<file path="src/rtl/uart_tx_arbiter.sv">
// uart_tx_arbiter: round-robin sharing of one uart_tx among NUM_REQ byte producers; define TXARB_TIMEOUT_EN for the watchdog
module uart_tx_arbiter #(
  parameter int NUM_REQ        = 2,
  parameter int GAP_CYCLES     = 0,
  parameter int TIMEOUT_CYCLES = 480000
) (
  input  logic                       clk,
  input  logic                       rst_n,
  input  logic [NUM_REQ-1:0]         req_valid,
  input  logic [8*NUM_REQ-1:0]       req_byte,
  output logic [NUM_REQ-1:0]         req_ready,
  output logic                       o_tx_dv,
  output logic [7:0]                 o_tx_byte,
  input  logic                       i_tx_active,
  input  logic                       i_tx_done,
  output logic                       o_busy,
  output logic [$clog2(NUM_REQ)-1:0] o_grant,
  output logic                       o_timeout
);
  localparam int IW = $clog2(NUM_REQ);
  localparam int GW = (GAP_CYCLES > 1) ? $clog2(GAP_CYCLES) : 1;
  typedef enum logic [2:0] {IDLE, LAUNCH, WAIT_ACTIVE, WAIT_DONE, GAP} state_t;
  state_t        state_q, state_d;
  logic [IW-1:0] last_grant_q, last_grant_d, grant_q, grant_d, pick, idx;
  logic [7:0]    byte_q, byte_d;
  logic [GW-1:0] gap_q, gap_d;
  logic          found, accept, timeout;
  // round-robin scan starting just after the last granted requester
  always_comb begin
    found = 1'b0;
    pick  = '0;
    idx   = '0;
    for (int k = 1; k <= NUM_REQ; k++) begin
      idx = IW'((int'(last_grant_q) + k) % NUM_REQ);
      if (!found && req_valid[idx]) begin
        found = 1'b1;
        pick  = idx;
      end
    end
  end
  assign accept    = (state_q == IDLE) && found;
  assign req_ready = accept ? (NUM_REQ'(1) << pick) : '0;
  assign o_tx_dv   = state_q == LAUNCH;
  assign o_busy    = state_q != IDLE;
  assign o_tx_byte = byte_q;
  assign o_grant   = grant_q;
  assign o_timeout = timeout;
`ifdef TXARB_TIMEOUT_EN
  localparam int TW = $clog2(TIMEOUT_CYCLES + 1);
  logic [TW-1:0] wd_q, wd_d;
  // watchdog: cleared at accept, counts while waiting on the transmitter
  always_comb begin
    wd_d    = wd_q;
    timeout = 1'b0;
    if (accept) wd_d = '0;
    else if (state_q == WAIT_ACTIVE || state_q == WAIT_DONE) begin
      wd_d    = wd_q + 1'b1;
      timeout = !i_tx_done && (wd_q == TW'(TIMEOUT_CYCLES - 1));
    end
  end
  // watchdog counter register
  always_ff @(posedge clk or negedge rst_n)
    if (!rst_n) wd_q <= '0;
    else wd_q <= wd_d;
`else
  assign timeout = 1'b0;
`endif
  // next-state: accept, launch, track active/done, optional idle gap
  always_comb begin
    state_d      = state_q;
    last_grant_d = last_grant_q;
    grant_d      = grant_q;
    byte_d       = byte_q;
    gap_d        = gap_q;
    case (state_q)
      IDLE: if (accept) begin
        state_d      = LAUNCH;
        last_grant_d = pick;
        grant_d      = pick;
        byte_d       = req_byte[int'(pick)*8 +: 8];
      end
      LAUNCH: state_d = WAIT_ACTIVE;
      WAIT_ACTIVE, WAIT_DONE: begin
        if (i_tx_done) begin
          state_d = (GAP_CYCLES == 0) ? IDLE : GAP;
          gap_d   = GW'(GAP_CYCLES - 1);
        end else if (timeout) state_d = IDLE;
        else if (state_q == WAIT_ACTIVE && i_tx_active) state_d = WAIT_DONE;
      end
      GAP: begin
        state_d = (gap_q == '0) ? IDLE : GAP;
        gap_d   = (gap_q == '0) ? gap_q : gap_q - 1'b1;
      end
      default: state_d = IDLE;
    endcase
  end
  // state and datapath registers
  always_ff @(posedge clk or negedge rst_n)
    if (!rst_n) begin
      state_q      <= IDLE;
      last_grant_q <= IW'(NUM_REQ - 1);
      grant_q      <= '0;
      byte_q       <= '0;
      gap_q        <= '0;
    end else begin
      state_q      <= state_d;
      last_grant_q <= last_grant_d;
      grant_q      <= grant_d;
      byte_q       <= byte_d;
      gap_q        <= gap_d;
    end
endmodule

</file>
<file path="config.mk">
export PLATFORM = sky130hd
export DESIGN_NAME = uart_tx_arbiter
export DESIGN_NICKNAME = d
export VERILOG_FILES = /design/src/rtl/uart_tx_arbiter.sv
export SDC_FILE = /design/constraint.sdc
export NUM_CORES = 1
export LEC_CHECK = 0
export CAP_MARGIN = 20
export CORE_UTILIZATION = 34
export DETAILED_ROUTE_END_ITERATION = 12
export GPL_TIMING_DRIVEN = 0
export PLACE_DENSITY = 0.76
export SYNTH_ARGS = -nofsm -noshare
export SYNTH_HDL_FRONTEND = slang
export SYNTH_SLANG_ARGS = --single-unit
</file>
<file path="constraint.sdc">
create_clock -name clk -period 1.4 [get_ports clk]
set_input_delay 0.28 -clock clk [delete_from_list [all_inputs] [get_ports clk]]
set_output_delay 0.28 -clock clk [all_outputs]
set_load 0.02 [all_outputs]
</file>
==> out/qor.txt, run 1 <==
Number of storage elements in the synthesis netlist - 14
Shortest period the worst path allows - 1.822 ns
Number of max-slew violations in the final report - 0
Peak Freq - 548.9 MHz
Share of the clock period used by the worst path after layout - 130.1%
Launching element type of the critical path - register
Maximum number of pins on one net before global-route repair - 15
Cells traversed along the worst timing path - or3_4 > a211oi_4 > buf_6 > buf_4
Number of buffers on the longest clock path - 2
Slowest-stage cell, CP - or3_4
Count of buffering cells on the critical path with inverters included - 2
Area taken by flip-flops and latches - 351.6 sq um
Initial standard-cell utilization of the core - 37.82%
CTS buffer count - 3
Global-route wire length before repair - 3.056 mm
Power density normalized to cell area - 1984 nW/um^2
Core area - 1783 sq um
First-pass DRT Iterations - 4
Top delay family on crit path - simple AND/OR/NAND/NOR gates
Per-instance average area after synthesis - 10.38 sq um
Synthesized netlist cell count - 65
Leakage Power - 0.0005651 uW
Top-level port count - 36
Die width - 46.54 um
Violated checks - setup timing
Synth-to-Final Area Change - 84.42%
Setup TNS after final layout - -2.516 ns
Adder and majority cell fraction of the synthesized area - 0%
Clock tree root driver cell - clkbuf_4
Area of the multi-input gates - 334.1 sq um
Site Rows - 15
Multiplexer fraction of the synthesized cell area - 0%
Required @ worst endpoint - 1.12 ns
Vias in the first global route - 728
Placed Instances - 124
Final routed wire length divided by cell count - 15.26 um
Chip height - 46.54 um
Status - finished with violations
Seq/Total Area, Yosys - 52.13%
Antenna cells - 0
Clock tree from TritonCTS - yes
Post-Layout Cell Count - 140
Post-route antenna net violation count - 0
Slew at the pin closest to its max-slew limit - 0.6451 ns
Total power of the final layout - 2468 uW
Tot GR Track Use - 20.57%
Level count of the clock H-tree - 1
CTS clk-pin slew, worst paths - 0.09 ns
Hold violation count in the final report - 0
Final Util - 69.75%
Nets - 138
Critical path data arrival time - 1.54 ns
First DRT Iteration DRCs - 7
Fin Hold WS - 0.3874 ns
Share of final-layout standard cells stronger than drive strength 1 - 33.04%
Cell variety after synth - 23
Main combinational cell family by area after synthesis - compound AO/OA/AOI/OAI gates
Num Clock Sinks - 14
Launching instance or port of the critical path - state_q[1]
Setup skew after layout - 0.001907 ns
Largest fanout of any net on the critical path - 2
Worst-case vdd ir drop - 1.328 mV
Endpoints failing setup - 13
DRC violations left - 0
Critical path capture point type - output port
Via Count - 700
Clock latency on the worst-skew pair - 0.28 ns
Yosys synthesis warning count - 0
GR Overflow Total - 0
Min-Delay Path Class - in -> async
Max-cap violation count - 0
Unrepaired setup endpoints after global routing - true
PnR worst setup slack - -0.4220 ns
Synth Area in Compound Gates - 23.01%
Source of the worst register-to-register timing path - state_q[1]
Die area - 2166 sq um
Synthesized net count - 87
Gpl congestion - 0.7927
HPWL after detailed placement - 1.285 mm
Number of antenna violations at the first check in global routing - 0
Avg Vias per Cell - 5.000
PortBufs - 34
Cts hold-fix bufs - 0
Start-to-end type of the worst setup path - reg -> out
Total wire length - 2.136 mm
Synth Area in XOR/XNOR - 0%
Post-Synth Simple-Gate Area - 18.00%
Number of inserted filler cells in the final layout - 134
Critical path's largest stage delay - 0.42 ns
Syn Std Cell Area - 674.4 sq um
Slew headroom - 56.86%
-- cell type report --
cell class                      count  area share (%)
Buffer                              5           3.521
Clock buffer                        4           2.918
Inverter                            3          0.9054
Multi-Input combinational cell     43           26.86
Sequential cell                    14           28.27
Tap cell                           25           2.515
Timing Repair Buffer               46           35.01
-- logic make-up (layout without fill, tap and decap cells) --
logic type | Yosys count | in the layout
AO/OA/AOI/OAI | 18 | 18
AND/OR/NAND/NOR | 24 | 24
other | 1 | 1
buffers and inverters | 8 | 58
flip-flops | 14 | 14
-- power breakdown --
group	leakage, uW	internal, uW	switching (uW)	total [uW]
Sequential	0.000169	585	93.8	679
Combinational	0.000376	767	725	1490
Clock	0.0000210	158	139	297
-- state kept, by name (all words and copies together) (netlist names) --
signal        flops
gap_q             1
last_grant_q      1
o_grant           1
o_tx_byte         8
state_q           3
-- cells in the mapped netlist --
cell | number | area share, %
nor2_1 | 2 | 1.1
a21o_1 | 2 | 2.2
or3_1 | 1 | 0.93
or3_4 | 1 | 1.7
and3_1 | 2 | 1.9
a211oi_1 | 1 | 1.1
a221o_1 | 8 | 12
buf_4 | 1 | 1.1
buf_2 | 1 | 0.74
o211ai_1 | 1 | 1.1
nor3_1 | 8 | 5.9
nand2_1 | 8 | 4.5
o21ai_0 | 3 | 2.2
nor2b_1 | 1 | 0.93
nor3b_1 | 1 | 1.1
buf_6 | 1 | 1.7
a21oi_1 | 2 | 1.5
a211oi_4 | 1 | 3.0
dfrtp_1 | 13 | 48
clkbuf_1 | 2 | 1.1
inv_1 | 3 | 1.7
dfstp_2 | 1 | 3.9
conb_1 | 1 | 0.56
-- final timing paths --
path | end | slack, ns | cells past startpoint
max | req_ready[1] | -0.42 | 4
min | o_tx_byte[0] | 0.39 | 1
max reg2reg | o_tx_byte[2] | -0.16 | 6
min reg2reg | o_grant | 0.48 | 1
max in group asynchronous | gap_q | 0.60 | 1
min in group clk | o_grant | 0.48 | 1
-- worst reg2reg max path: cells and delay by family (launching register included) --
family,cells,cell delay (ns)
and+or+nand+nor,1,0.42
DFF,1,0.39
buffers and inverters,3,0.36
AOI/OAI and AO/OA,2,0.34
-- metal layers --
metal	global-route usage, %	part of all wire (%)	up-vias
li1	-	-	339
met1	22.44	42	327
met2	35.83	51	32
met3	5.098	5.9	2
met4	11.18	0.80	0
met5	0	0	-
-- repair_timing --
| action | 4_1_cts | 5_1_grt |
|---|---|---|
| buffers inserted | 9 | 5 |
| resized for setup | 37 | 12 |
| cloned | 0 | 0 |
| pin swaps | 3 | 5 |
| setup endpoints to repair | 23 | 14 |
| hold endpoints to repair | 0 | 0 |
-- cells in the final DEF (no fill, tap or decap), drive strengths merged --
cell type,Yosys,routed
conb,1,1
nor3b,1,1
a21oi,2,2
a221o,8,8
buf,3,19
clkdlybuf4s50,0,21
dfrtp,13,13
a211oi,2,2
or3,2,2
clkbuf,2,6
nor2b,1,1
a21o,2,2
and3,2,2
nor2,2,2
nor3,8,8
dfstp,1,1
dlygate4sd2,0,9
inv,3,3
o21ai,3,3
o211ai,1,1
nand2,8,8
-- stage by stage --
stage / setup slack [ns] / area (sq um)
after floorplan: -0.1211 / 691.9
after global placement: -0.9639 / 1064
after detailed placement: -0.9639 / 1064
after CTS: -0.4178 / 1167
after global routing: -0.4788 / 1244
final: -0.4220 / 1244
Note: power is estimated with default switching activity, not from simulation.
==> run 2: changes to the inputs <==
--- a/config.mk
+++ b/config.mk
@@ -10,6 +10,7 @@
 export DETAILED_ROUTE_END_ITERATION = 12
 export GPL_TIMING_DRIVEN = 0
 export PLACE_DENSITY = 0.76
+export SLEW_MARGIN = 20
 export SYNTH_ARGS = -nofsm -noshare
 export SYNTH_HDL_FRONTEND = slang
 export SYNTH_SLANG_ARGS = --single-unit
==> results of run 2 <==
No change in the layout: final DEF, timing and power equal those of run 1.
==> run 3: changes to the inputs <==
--- a/config.mk
+++ b/config.mk
@@ -7,6 +7,8 @@
 export LEC_CHECK = 0
 export CAP_MARGIN = 20
 export CORE_UTILIZATION = 34
+export CTS_CLUSTER_DIAMETER = 30
+export CTS_CLUSTER_SIZE = 24
 export DETAILED_ROUTE_END_ITERATION = 12
 export GPL_TIMING_DRIVEN = 0
 export PLACE_DENSITY = 0.76
==> results of run 3 <==
No change in the layout: final DEF, timing and power equal those of run 1.
